[src/rtl/alu_command_sequencer.sv]
`default_nettype none
// ============================================================================
//  Module   : alu_command_sequencer
//  Purpose  : Sequential front-end for the combinational 16-bit calculator.
//             Accepts one command at a time, holds it on the calculator for
//             SETTLE_CYCLES clocks, then captures result and opcode-masked
//             error into an in-order response FIFO.
//  Ports    : clk, rst (async, active-high)
//             cmd_valid/cmd_ready/cmd_opcode/cmd_a/cmd_b   command port
//             alu_input1/alu_input2/alu_opcode             to calculator
//             alu_result/alu_error                         from calculator
//             rsp_valid/rsp_ready/rsp_result/rsp_error/rsp_opcode  response
//             busy (command in flight), err_count (saturating error count)
//  Revision : 1.0  initial release
// ============================================================================
module alu_command_sequencer #(
    parameter int SETTLE_CYCLES = 2,
    parameter int RSP_DEPTH     = 4
) (
    input  logic        clk,
    input  logic        rst,
    input  logic        cmd_valid,
    output logic        cmd_ready,
    input  logic [3:0]  cmd_opcode,
    input  logic [15:0] cmd_a,
    input  logic [15:0] cmd_b,
    output logic [15:0] alu_input1,
    output logic [15:0] alu_input2,
    output logic [3:0]  alu_opcode,
    input  logic [31:0] alu_result,
    input  logic [1:0]  alu_error,
    output logic        rsp_valid,
    input  logic        rsp_ready,
    output logic [31:0] rsp_result,
    output logic [1:0]  rsp_error,
    output logic [3:0]  rsp_opcode,
    output logic        busy,
    output logic [7:0]  err_count
);

    localparam int             PTR_W    = $clog2(RSP_DEPTH);
    localparam logic [3:0]     SETTLE_C = 4'(SETTLE_CYCLES);
    localparam logic [PTR_W:0] DEPTH_C  = (PTR_W + 1)'(RSP_DEPTH);

    typedef enum logic [0:0] {
        ST_IDLE = 1'b0,
        ST_WAIT = 1'b1
    } state_t;

    state_t           state_q, state_d;
    logic [3:0]       settle_q, settle_d;
    logic [15:0]      in1_q, in1_d;
    logic [15:0]      in2_q, in2_d;
    logic [3:0]       op_q, op_d;
    logic [PTR_W-1:0] wr_ptr_q, wr_ptr_d;
    logic [PTR_W-1:0] rd_ptr_q, rd_ptr_d;
    logic [PTR_W:0]   count_q, count_d;
    logic [7:0]       err_count_q, err_count_d;

    logic             push;
    logic             pop;
    logic [1:0]       masked_err;

    // Response storage: only written on push, read through the head pointer,
    // so it carries no reset; outputs are gated by rsp_valid instead.
    logic [31:0]      res_mem [RSP_DEPTH];
    logic [1:0]       err_mem [RSP_DEPTH];
    logic [3:0]       op_mem  [RSP_DEPTH];

    assign cmd_ready  = (state_q == ST_IDLE) && (count_q < DEPTH_C);
    assign busy       = (state_q == ST_WAIT);
    assign rsp_valid  = (count_q != '0);
    assign rsp_result = rsp_valid ? res_mem[rd_ptr_q] : 32'd0;
    assign rsp_error  = rsp_valid ? err_mem[rd_ptr_q] : 2'd0;
    assign rsp_opcode = rsp_valid ? op_mem[rd_ptr_q]  : 4'd0;
    assign alu_input1 = in1_q;
    assign alu_input2 = in2_q;
    assign alu_opcode = op_q;
    assign err_count  = err_count_q;

    // Only divide/mod can legitimately report divide-by-zero and only
    // add/sub can overflow; anything else the calculator flags is noise.
    assign masked_err = {alu_error[1] & ((op_q == 4'd4) || (op_q == 4'd5)),
                         alu_error[0] & ((op_q == 4'd1) || (op_q == 4'd2))};

    always_comb begin
        state_d     = state_q;
        settle_d    = settle_q;
        in1_d       = in1_q;
        in2_d       = in2_q;
        op_d        = op_q;
        push        = 1'b0;
        pop         = rsp_valid && rsp_ready;

        case (state_q)
            ST_IDLE: begin
                if (cmd_valid && cmd_ready) begin
                    state_d  = ST_WAIT;
                    settle_d = SETTLE_C;
                    in1_d    = cmd_a;
                    in2_d    = cmd_b;
                    op_d     = cmd_opcode;
                end
            end
            ST_WAIT: begin
                settle_d = settle_q - 4'd1;
                // Counter at 1 means this edge takes it to 0: capture now.
                if (settle_q == 4'd1) begin
                    push    = 1'b1;
                    state_d = ST_IDLE;
                    op_d    = 4'd0;
                end
            end
            default: state_d = ST_IDLE;
        endcase

        wr_ptr_d = push ? wr_ptr_q + 1'b1 : wr_ptr_q;
        rd_ptr_d = pop  ? rd_ptr_q + 1'b1 : rd_ptr_q;

        count_d = count_q;
        if (push && !pop) begin
            count_d = count_q + 1'b1;
        end else if (!push && pop) begin
            count_d = count_q - 1'b1;
        end

        err_count_d = err_count_q;
        if (push && (masked_err != 2'b00) && (err_count_q != 8'hFF)) begin
            err_count_d = err_count_q + 8'd1;
        end
    end

    always_ff @(posedge clk or posedge rst) begin
        if (rst) begin
            state_q     <= ST_IDLE;
            settle_q    <= 4'd0;
            in1_q       <= 16'd0;
            in2_q       <= 16'd0;
            op_q        <= 4'd0;
            wr_ptr_q    <= '0;
            rd_ptr_q    <= '0;
            count_q     <= '0;
            err_count_q <= 8'd0;
        end else begin
            state_q     <= state_d;
            settle_q    <= settle_d;
            in1_q       <= in1_d;
            in2_q       <= in2_d;
            op_q        <= op_d;
            wr_ptr_q    <= wr_ptr_d;
            rd_ptr_q    <= rd_ptr_d;
            count_q     <= count_d;
            err_count_q <= err_count_d;
        end
    end

    always_ff @(posedge clk) begin
        if (push) begin
            res_mem[wr_ptr_q] <= alu_result;
            err_mem[wr_ptr_q] <= masked_err;
            op_mem[wr_ptr_q]  <= op_q;
        end
    end

endmodule
`default_nettype wire

[config.mk]
export PLATFORM = sky130hd
export DESIGN_NAME = alu_command_sequencer
export DESIGN_NICKNAME = d
export VERILOG_FILES = /design/src/rtl/alu_command_sequencer.sv
export SDC_FILE = /design/constraint.sdc
export NUM_CORES = 1
export LEC_CHECK = 0
export ABC_AREA = 1
export BUFFER_PORTS_ARGS = -buffer_cell sky130_fd_sc_hd__buf_4
export CORE_ASPECT_RATIO = 0.6
export CORE_MARGIN = 2
export CORE_UTILIZATION = 50
export DETAILED_ROUTE_END_ITERATION = 6
export HOLD_SLACK_MARGIN = 0.12
export PLACE_DENSITY = 0.76
export SYNTH_ARGS = -nofsm -noshare
export SYNTH_HDL_FRONTEND = slang
export SYNTH_SLANG_ARGS = --single-unit
[constraint.sdc]
create_clock -name clk -period 3.4 [get_ports clk]
set_clock_uncertainty 0.2 [all_clocks]
set_input_delay 0.68 -clock clk [delete_from_list [all_inputs] [get_ports clk]]
set_output_delay 0.68 -clock clk [all_outputs]
set_load 0.005 [all_outputs]
* Word level (Yosys, flattened, before mapping) *
Memories as Yosys holds them, arrays and structs flattened.
Cells that the tools add are included.

word-level totals
  flip-flop bits (word level) = 56
  RAM bits = 152
  bits of input ports = 74
  output and inout bits = 85
  logic and storage cells = 63
  memories = 3

memory list
  name     words  bits a word  read ports  clocked after Yosys merged registers in  wr ports  RTL line  RTL
  res_mem  4      32           1           0                                        1         66        logic [31:0] res_mem [RSP_DEPTH];
  op_mem   4      4            1           0                                        1         68        logic [3:0] op_mem [RSP_DEPTH];
  err_mem  4      2            1           0                                        1         67        logic [1:0] err_mem [RSP_DEPTH];

cells by class
  add/sub/neg operators = 6
  $lt $le $gt $ge = 1
  eq/ne operators = 8
  mux-type cells = 17
  bitwise logic cells = 3
  reductions and logical operators = 16

operators by type and width
  operator               count
  $mux W32               1
  $mux W4                4
  $pmux W4 S2            2
  $add A8 B1 Y8 const B  1
  $eq A4 B1 Y1 const B   2
  $eq A4 B3 Y1 const B   2
  $ne A8 B8 Y1 const B   1
  $logic_and A1 B1 Y1    7
  $mux W1                6
  $mux W3                2
  $add A2 B1 Y2 const B  2
  $eq A4 B2 Y1 const B   1
  $ne A2 B1 Y1 const B   2
  $reduce_and A2 Y1      2
  $reduce_bool A2 Y1     2
  $sub A4 B1 Y4 const B  1
  $add A3 B1 Y3 const B  1
  $lt A3 B3 Y1 const B   1
  $reduce_bool A3 Y1     1
  $sub A3 B1 Y3 const B  1
  $and A1 B1 Y1          2
  $logic_not A1 Y1       2
  $logic_or A1 B1 Y1     2
  $mux W2                1
  2 further kinds        2

* Longest topological paths before layout *
Gate-level depths: netlist (run 1).

  word-level depth = 7
  depth in mapped cells = 11
  mapped depth without buffers = 10

* Worst setup path after synthesis (run 1) *
OpenSTA, ideal clock, no wires.

  path type = register to register
  start = register settle_q[1]
  end = memory err_mem[0][0] (enable)
  setup time = 433 ps
  arrival = 2551 ps
  required time = 2767 ps
  setup slack = 216 ps
  stages on the path, launching flop included = 7
  path buffers = 0
  clock period less this slack = 3184 ps
  cell sequence = dfrtp_1 inv_1 ha_1 nand2_1 nor2_4 inv_1 nor2_1

between the ends
  word-level cells in the longest chain between the ends = 5

ends and longest elaborated chain
  what                           RTL line  RTL
  start: declaration             51        logic [3:0] settle_q, settle_d;
  start signal: assignment       146       settle_q <= settle_d;
  $eq A4 B1 Y1                   108       if (settle_q == 4'd1) begin
  $mux W1                        108
  $mux W1                        95        case (state_q)
  $mux W1                        158       if (push) begin
  $mux W1 (implied by the code)  160       err_mem[wr_ptr_q] <= masked_err;
  end: declaration               67

No other way between the ends.

* Worst setup path after layout (run 1) *
  start = register rd_ptr_q[0]
  end = output rsp_result[27]

between the ends
  word-level cells in the longest chain between the ends = 2

ends and longest elaborated chain
  what                      RTL line  RTL
  start: declaration        56        logic [PTR_W-1:0] rd_ptr_q, rd_ptr_d;
  start signal: assignment  151       rd_ptr_q <= rd_ptr_d;
  $mem_v2 Z4 W32            -
  $mux W32                  73        assign rsp_result = rsp_valid ? res_mem[rd_ptr_q] : 32'd0;
  end: declaration          34        output logic [31:0] rsp_result,

No other way between the ends.

==> flow_summary.ini, run 1 <==
[global_routing]
grt_first_pass_wirelength_mm = 29.2
grtUsageTotal_pct = 20.6
globalRouteMet3Util_pct = 4.13
grt_pass1_vias = 5635
grt.busiest_layer = met1
met1_usage_pct = 31.3
grt_start_max_net_pins = 40
grt_overflow = 0
antenna_found_initial = 0
grt.met2_usage_pct = 30.9

[die]
floorplan.die.width_um = 172
floorplan.initialDensity_pct = 51.7
pin_count = 159
floorplan.die.height_um = 105
floorplan.die_area_mm2 = 0.0181
fp-row-count = 36
core_region_area_mm2 = 0.0164

[worst_setup_path]
critPathArrivalTime_ns = 2.25
worstSetupEndpointType = primary output
critical_path_slowest_stage_cell = sky130_fd_sc_hd__dfrtp_2
worst-endpoint-required_ns = 2.52
cpMostUsedCell = sky130_fd_sc_hd__buf_4
max_stage_delay_ns = 0.37
critPathLaunchType = flop
cp_cell_sequence = buf_4 > buf_4 > nor2_1 > nor2_1 > o21ai_0 > a21oi_1 > buf_4
crit_fanout = 31
critical_path_class = reg2out

[drt]
detail_route.drc_violations = 0
number_of_optimization_iterations_in_the_first_detailed_route_pass = 5
antenna_violating_nets_post_route = 0
drt-total-wl_mm = 18.4
drt_iter0_drc = 593
post_drt_via_cell_ratio = 5.10
via_count = 5871
avgRoutedWirePerCell_um = 16.0

[place]
post-place-cells = 1115
gpl.final_weighted_congestion = 0.761
numPortBuffers = 158
place_hpwl_mm = 11.5

[timing]
slew_headroom_pct = 49.8
timing.setup.tns_ns = 0
final-hold-violation-count = 0
setup_viol_count_final = 0
final_max_slew_viol_count = 0
tightestPinTransition_ns = 0.752
fin_crit_sh_pct = 92.1
grt_setup_unrepaired = false
post-route-min-period_ns = 3.13
clock.fmax_mhz = 319

[hold_path]
min_path_type = in2reg

[status]
status = finished clean

[synth]
syn_inst = 751
yosys.area_share.simple_pct = 15.9
synthMuxAreaShare_pct = 0.133
synth_area_mm2 = 0.00848
synth_adder_area_share_pct = 1.42
synth_compound_area_share_pct = 7.57
ys_seq_area_share_pct = 70.3
synth_xor_area_share_pct = 0.619
post_synth_num_cell_types = 30
yosys_warnings = 0
synthesis.area_per_instance_um2 = 11.3
mappedNetlistNets = 834
dominant_combinational_cell_family_by_area_after_synthesis = simple AND/OR/NAND/NOR gates
synth.ff_latch_count = 208

[power]
power.sequential.fraction_pct = 38.7
comb_power_share_pct = 36.2
power_density_mw_per_mm2 = 830
ir_worst_vdd_uv = 459
net-switching-power_w = 0.00293
power_frac_clock_pct = 25.1
finalPower_w = 0.00876
power.leakage_nw = 4.39
internal_dissipation_w = 0.00583
netSwitchingFraction_pct = 33.4

[clocking]
htree_num_levels = 1
clk_root_buffer_cell = sky130_fd_sc_hd__clkbuf_16
clk_latency_ns = 0.48
cts-buffers-inserted = 20
clockBufferDepth = 3
cts_tree = yes
cts.sink_count = 208
cts.reportedPaths.clkPinSlew_ns = 0.06

[final_layout]
drive_above_1_share_pct = 23.9
inserted_diodes = 0
multi_input_area_mm2 = 0.00220
filler_cell_count = 1280
final-instance-count-excl-fill = 1152
finalNetCount = 993
sequential_cell_area_mm2 = 0.00597
syn_to_final_growth_pct = 24.4

[job]
max_cap_viol_count = 0
what timing repair did:
| action | 4_1_cts | 5_1_grt |
|---|---|---|
| hold buffers | 1 | 0 |
| setup buffers | 0 | 0 |
| endpoints found under the setup margin | 0 | 0 |
| resized for setup | 0 | 0 |
| endpoints found under the hold margin | 14 | 0 |
per-layer routing:
layer / vias to the layer above / routed length, µm
met3: 28 / 1330
met1: 2778 / 8700
met5: - / 0
li1: 2855 / -
met2: 210 / 8090
met4: 0 / 274
final cells by class:
| cell class | instances | share of cell area, % |
|---|---|---|
| clock buffer | 26 | 5.16 |
| clock inverter | 10 | 0.960 |
| inverter | 30 | 1.09 |
| multi-input combinational | 477 | 20.9 |
| sequential | 208 | 56.5 |
| tap | 228 | 2.70 |
| timing repair buffer | 173 | 12.7 |
power groups by stage:
stage / clock network, W / registers [W] / logic [W]
3_5_place_dp: 0 / 0.00342 / 0.00318
3_3_place_gp: 0 / 0.00342 / 0.00311
2_1_floorplan: 0 / 0.00340 / 0.00177
5_1_grt: 0.00233 / 0.00343 / 0.00354
4_1_cts: 0.00223 / 0.00338 / 0.00320
6_report: 0.00220 / 0.00339 / 0.00317
worst max-delay path, delay by kind of cell, from the launching register on:
family | cells | cell delay (ns)
buffers and inverters | 3 | 0.85
and+or+nand+nor | 2 | 0.18
AOI/OAI and AO/OA | 2 | 0.33
DFF | 1 | 0.37
sequential cells by signal, summed over array words and instances (netlist names), 3 cells and up:
signal	flops
alu_input2	16
res_mem	128
op_mem	16
alu_input1	16
count_q	3
err_count	8
alu_opcode	4
err_mem	8
settle_q	4
stage by stage:
stage	utilization, %	setup slack [ns]	area (µm²)	hold slack (ns)
finish	64.4	0.270	10600	0.185
global route	64.4	0.110	10600	0.179
CTS	64.4	0.290	10600	0.173
detailed placement	60.4	0.811	9900	0.267
global placement	60.4	0.843	9900	0.265
floorplan	-	0.216	8480	0.259
logic make-up after synthesis:
family | Yosys count
adders and majority gates | 9
xor gates and xnor gates | 6
AOI/OAI and AO/OA | 128
muxes | 1
buffers and inverters | 66
and+or+nand+nor | 333
DFF | 208
cells in the final DEF (no fill, tap or decap), types with 4 or more instances in the layout:
master                      netlist  layout
sky130_fd_sc_hd__buf_4            7     169
sky130_fd_sc_hd__nor2_1         167     163
sky130_fd_sc_hd__edfxtp_1       152     152
sky130_fd_sc_hd__nand2_1        143     143
sky130_fd_sc_hd__o21ai_0         66      66
sky130_fd_sc_hd__dfrtp_1         56      54
sky130_fd_sc_hd__a21oi_1         41      41
sky130_fd_sc_hd__inv_1           26      25
sky130_fd_sc_hd__clkbuf_16        0      21
sky130_fd_sc_hd__o21ai_1         20      20
sky130_fd_sc_hd__nand4_1         10      10
sky130_fd_sc_hd__ha_1             8       8
sky130_fd_sc_hd__nor2_4           2       6
sky130_fd_sc_hd__clkbuf_1         7       5
sky130_fd_sc_hd__inv_2            3       4
sky130_fd_sc_hd__xor2_1           4       4
final timing paths:
path                                startpoint             end  slack, ns  depth (start not counted)
worst max-delay path               rd_ptr_q[0]  rsp_result[27]       0.27                          7
worst min-delay path                 cmd_b[11]  alu_input2[11]       0.19                          3
worst max register to register     settle_q[1]   res_mem[2][3]       1.06                          7
worst min register to register  alu_input2[12]  alu_input2[12]       0.28                          2
max in group asynchronous                  rst   alu_input1[7]       1.80                          4
min in group asynchronous                  rst   alu_input1[3]       0.53                          3
Yosys cell counts (all sizes together):
master    n  area [µm²]
o21ai    86         430
nand3b    3        35.0
mux2      1        11.3
nand4    10        62.6
edfxtp  152        4560
nand2   146         561
clkbuf    7        26.3
a21oi    41         205
nor2    170         656
xnor2     2        17.5
inv      30         115
xor2      4        35.0
dfrtp    56        1400
ha        8         100
buf      29         205
o22ai     1        6.26
fa        1        20.0
nand3     4        32.5
Power figures use the tool's default switching activity.
==> run 2, diff against run 1 <==
--- a/config.mk
+++ b/config.mk
@@ -7,10 +7,9 @@
 export LEC_CHECK = 0
-export ABC_AREA = 1
 export BUFFER_PORTS_ARGS = -buffer_cell sky130_fd_sc_hd__buf_4
-export CORE_ASPECT_RATIO = 0.6
+export CORE_ASPECT_RATIO = 0.75
 export CORE_MARGIN = 2
-export CORE_UTILIZATION = 50
+export CORE_UTILIZATION = 49
 export DETAILED_ROUTE_END_ITERATION = 6
 export HOLD_SLACK_MARGIN = 0.12
-export PLACE_DENSITY = 0.76
+export PLACE_DENSITY = 0.75
 export SYNTH_ARGS = -nofsm -noshare
--- a/constraint.sdc
+++ b/constraint.sdc
@@ -4,2 +4,2 @@
 set_output_delay 0.68 -clock clk [all_outputs]
-set_load 0.005 [all_outputs]
+set_load 0.01 [all_outputs]
==> flow_summary.ini, run 2 <==
[status]
status = finished clean

[timing]
final_max_slew_viol_count = 0
setup_viol_count_final = 0
timing.setup.tns_ns = 0
tightestPinTransition_ns = 0.677
final-hold-violation-count = 0
slew_headroom_pct = 54.9
fin_ws_ns = 0.270
grt_setup_unrepaired = false
post-route-min-period_ns = 3.13
fin_crit_sh_pct = 92.1
clock.fmax_mhz = 319

[final_layout]
drive_above_1_share_pct = 40.6
post-route-util_pct = 64.3
largest_register_ffs = 128
largest-register = res_mem
mostFrequentLayoutCell = sky130_fd_sc_hd__buf_4
finalNetCount = 681
layout.cells.most_common_list = 165 x sky130_fd_sc_hd__buf_4, 152 x sky130_fd_sc_hd__edfxtp_1, 54 x sky130_fd_sc_hd__dfrtp_1
syn_to_final_growth_pct = 27.4
inserted_diodes = 0

[worst_setup_path]
critical_path_class = reg2out
rr_endpoint = count_q[2]
critPathLaunchType = flop
critPathArrivalTime_ns = 2.25
worst_r2r_path_depth = 9
ff2ff_setup_slack_ns = 0.88
crit_fanout = 24
crit_end = rsp_result[2]
worstSetupEndpointType = primary output
critPathLaunch = rd_ptr_q[1]
worst-endpoint-required_ns = 2.52
worst_r2r_startpoint = settle_q[1]

[synth]
synth_edf_count = 152
synthTopCellsByArea = sky130_fd_sc_hd__edfxtp_1 56%, sky130_fd_sc_hd__dfrtp_1 17%, sky130_fd_sc_hd__mux4_2 11%
syn_inst = 423
mappedNetlistNets = 506
post_synth_num_cell_types = 33
synth_async_sr_flop_share_pct = 26.9
synthDominantCellAreaShare_pct = 56.1
ys_seq_area_share_pct = 73.3
most_frequent_cell_after_synthesis = sky130_fd_sc_hd__edfxtp_1
yosys_warnings = 0
synthesis.area_per_instance_um2 = 19.2
dominantRegCellSynth = sky130_fd_sc_hd__edfxtp_1
synth_area_mm2 = 0.00814
post_synth_top_area_cell = sky130_fd_sc_hd__edfxtp_1
synth.ff_latch_count = 208
top_cells_by_instance_count_after_synthesis = 152 x sky130_fd_sc_hd__edfxtp_1, 56 x sky130_fd_sc_hd__dfrtp_1, 43 x sky130_fd_sc_hd__and2_1, 38 x sky130_fd_sc_hd__mux4_2, 34 x sky130_fd_sc_hd__mux2_1

[clocking]
cts.reportedPaths.clkPinSlew_ns = 0.06
clockBufferDepth = 3
clk_root_buffer_cell = sky130_fd_sc_hd__clkbuf_16
count_of_hold_buffers_inserted_by_post_cts_repair = 1
postCtsSetupRepairBufs = 0
cts.sink_count = 208
cts-buffers-inserted = 21
cts-resized-gates = 0
htree_num_levels = 1
clk_latency_ns = 0.49
cts_tree = yes

[drt]
number_of_optimization_iterations_in_the_first_detailed_route_pass = 4
drt_iter0_drc = 285
antenna_violating_nets_post_route = 0
via_count = 4355
post_drt_via_cell_ratio = 5.29
drt-total-wl_mm = 15.5
detail_route.drc_violations = 0
avgRoutedWirePerCell_um = 18.9

[power]
power_density_mw_per_mm2 = 839
ir_worst_vdd_uv = 509
power.leakage_nw = 3.97

[place]
numPortBuffers = 158
placement.setup.worst_slack_ns = 0.770
place_hpwl_mm = 10.1
gpl.final_weighted_congestion = 0.745

[die]
floorplan.die.height_um = 116
fp-row-count = 40
pin_count = 159
core_region_area_mm2 = 0.0161
floorplan.die.width_um = 153
floorplan.die_area_mm2 = 0.0177
floorplan.initialDensity_pct = 50.5

[global_routing]
grt_first_pass_wirelength_mm = 24.9
grt_pass1_vias = 4687
grt_start_max_net_pins = 34
grt_overflow = 0
grtUsageTotal_pct = 18.0
antenna_found_initial = 0

[hold_path]
min_path_type = in2reg

[job]
max_cap_viol_count = 0
## run 2: layer usage
metal	part of all wire, %	global-route usage (%)	up-vias
met1	44	24.8	2199
met4	1.2	3.15	0
li1	-	-	1976
met5	0	0	-
met3	7.3	4.94	18
met2	47	29.8	162
## run 2: cells by family (layout without fill, tap and decap cells)
logic type      Yosys count  after routing  share of synthesized area (%)
compound gates           11             11                          0.968
buf+inv                  25            215                           1.34
fa+ha+maj                 9              9                           1.48
flops                   208            208                           73.3
simple gates             83             83                           6.07
mux                      73             73                           15.4
xor+xnor                 14             14                           1.51
## run 2: report_power, final
| part | switching [W] | internal [W] | total, W |
|---|---|---|---|
| logic | 0.00124 | 0.00163 | 0.00287 |
| registers | 0.000361 | 0.00318 | 0.00354 |
| clock network | 0.000903 | 0.00139 | 0.00229 |
## run 2: layout make-up
cell class | instances | area [µm²]
sequential | 208 | 5970
fill | 1154 | 5750
multi-input combinational | 190 | 2070
timing repair buffer | 171 | 1350
clock buffer | 25 | 551
tap | 210 | 263
clock inverter | 13 | 144
inverter | 6 | 22.5
## run 2: worst min-delay path by stage
stage | endpoint | cells past startpoint | slack (ns) | start
6_report | res_mem[2][7] | 1 | 0.19 | alu_result[7]
5_1_grt | res_mem[2][6] | 1 | 0.17 | alu_result[6]
4_1_cts | res_mem[2][2] | 1 | 0.17 | alu_result[2]
3_5_place_dp | alu_input2[14] | 1 | 0.28 | alu_input2[14]
3_3_place_gp | alu_input1[7] | 1 | 0.27 | alu_input1[7]
2_1_floorplan | count_q[2] | 1 | 0.26 | count_q[2]
## run 2: stage by stage
step / hold WS (ns) / area, µm² / power [W] / cells
2_1_floorplan: 0.256 / 8140 / 0.00514 / 423
3_3_place_gp: 0.269 / 9660 / 0.00641 / 784
4_1_cts: 0.174 / 10400 / 0.00882 / 823
5_1_grt: 0.175 / 10400 / 0.00919 / 823
6_report: 0.193 / 10400 / 0.00870 / 823
3_5_place_dp: 0.276 / 9660 / 0.00651 / 784
## run 2: critical path: stages (launching register included)
cell and delay [ns]:
sky130_fd_sc_hd__dfrtp_2 0.80, sky130_fd_sc_hd__buf_4 0.32, sky130_fd_sc_hd__mux4_2 0.31, sky130_fd_sc_hd__and2_1 0.19, sky130_fd_sc_hd__buf_4 0.14
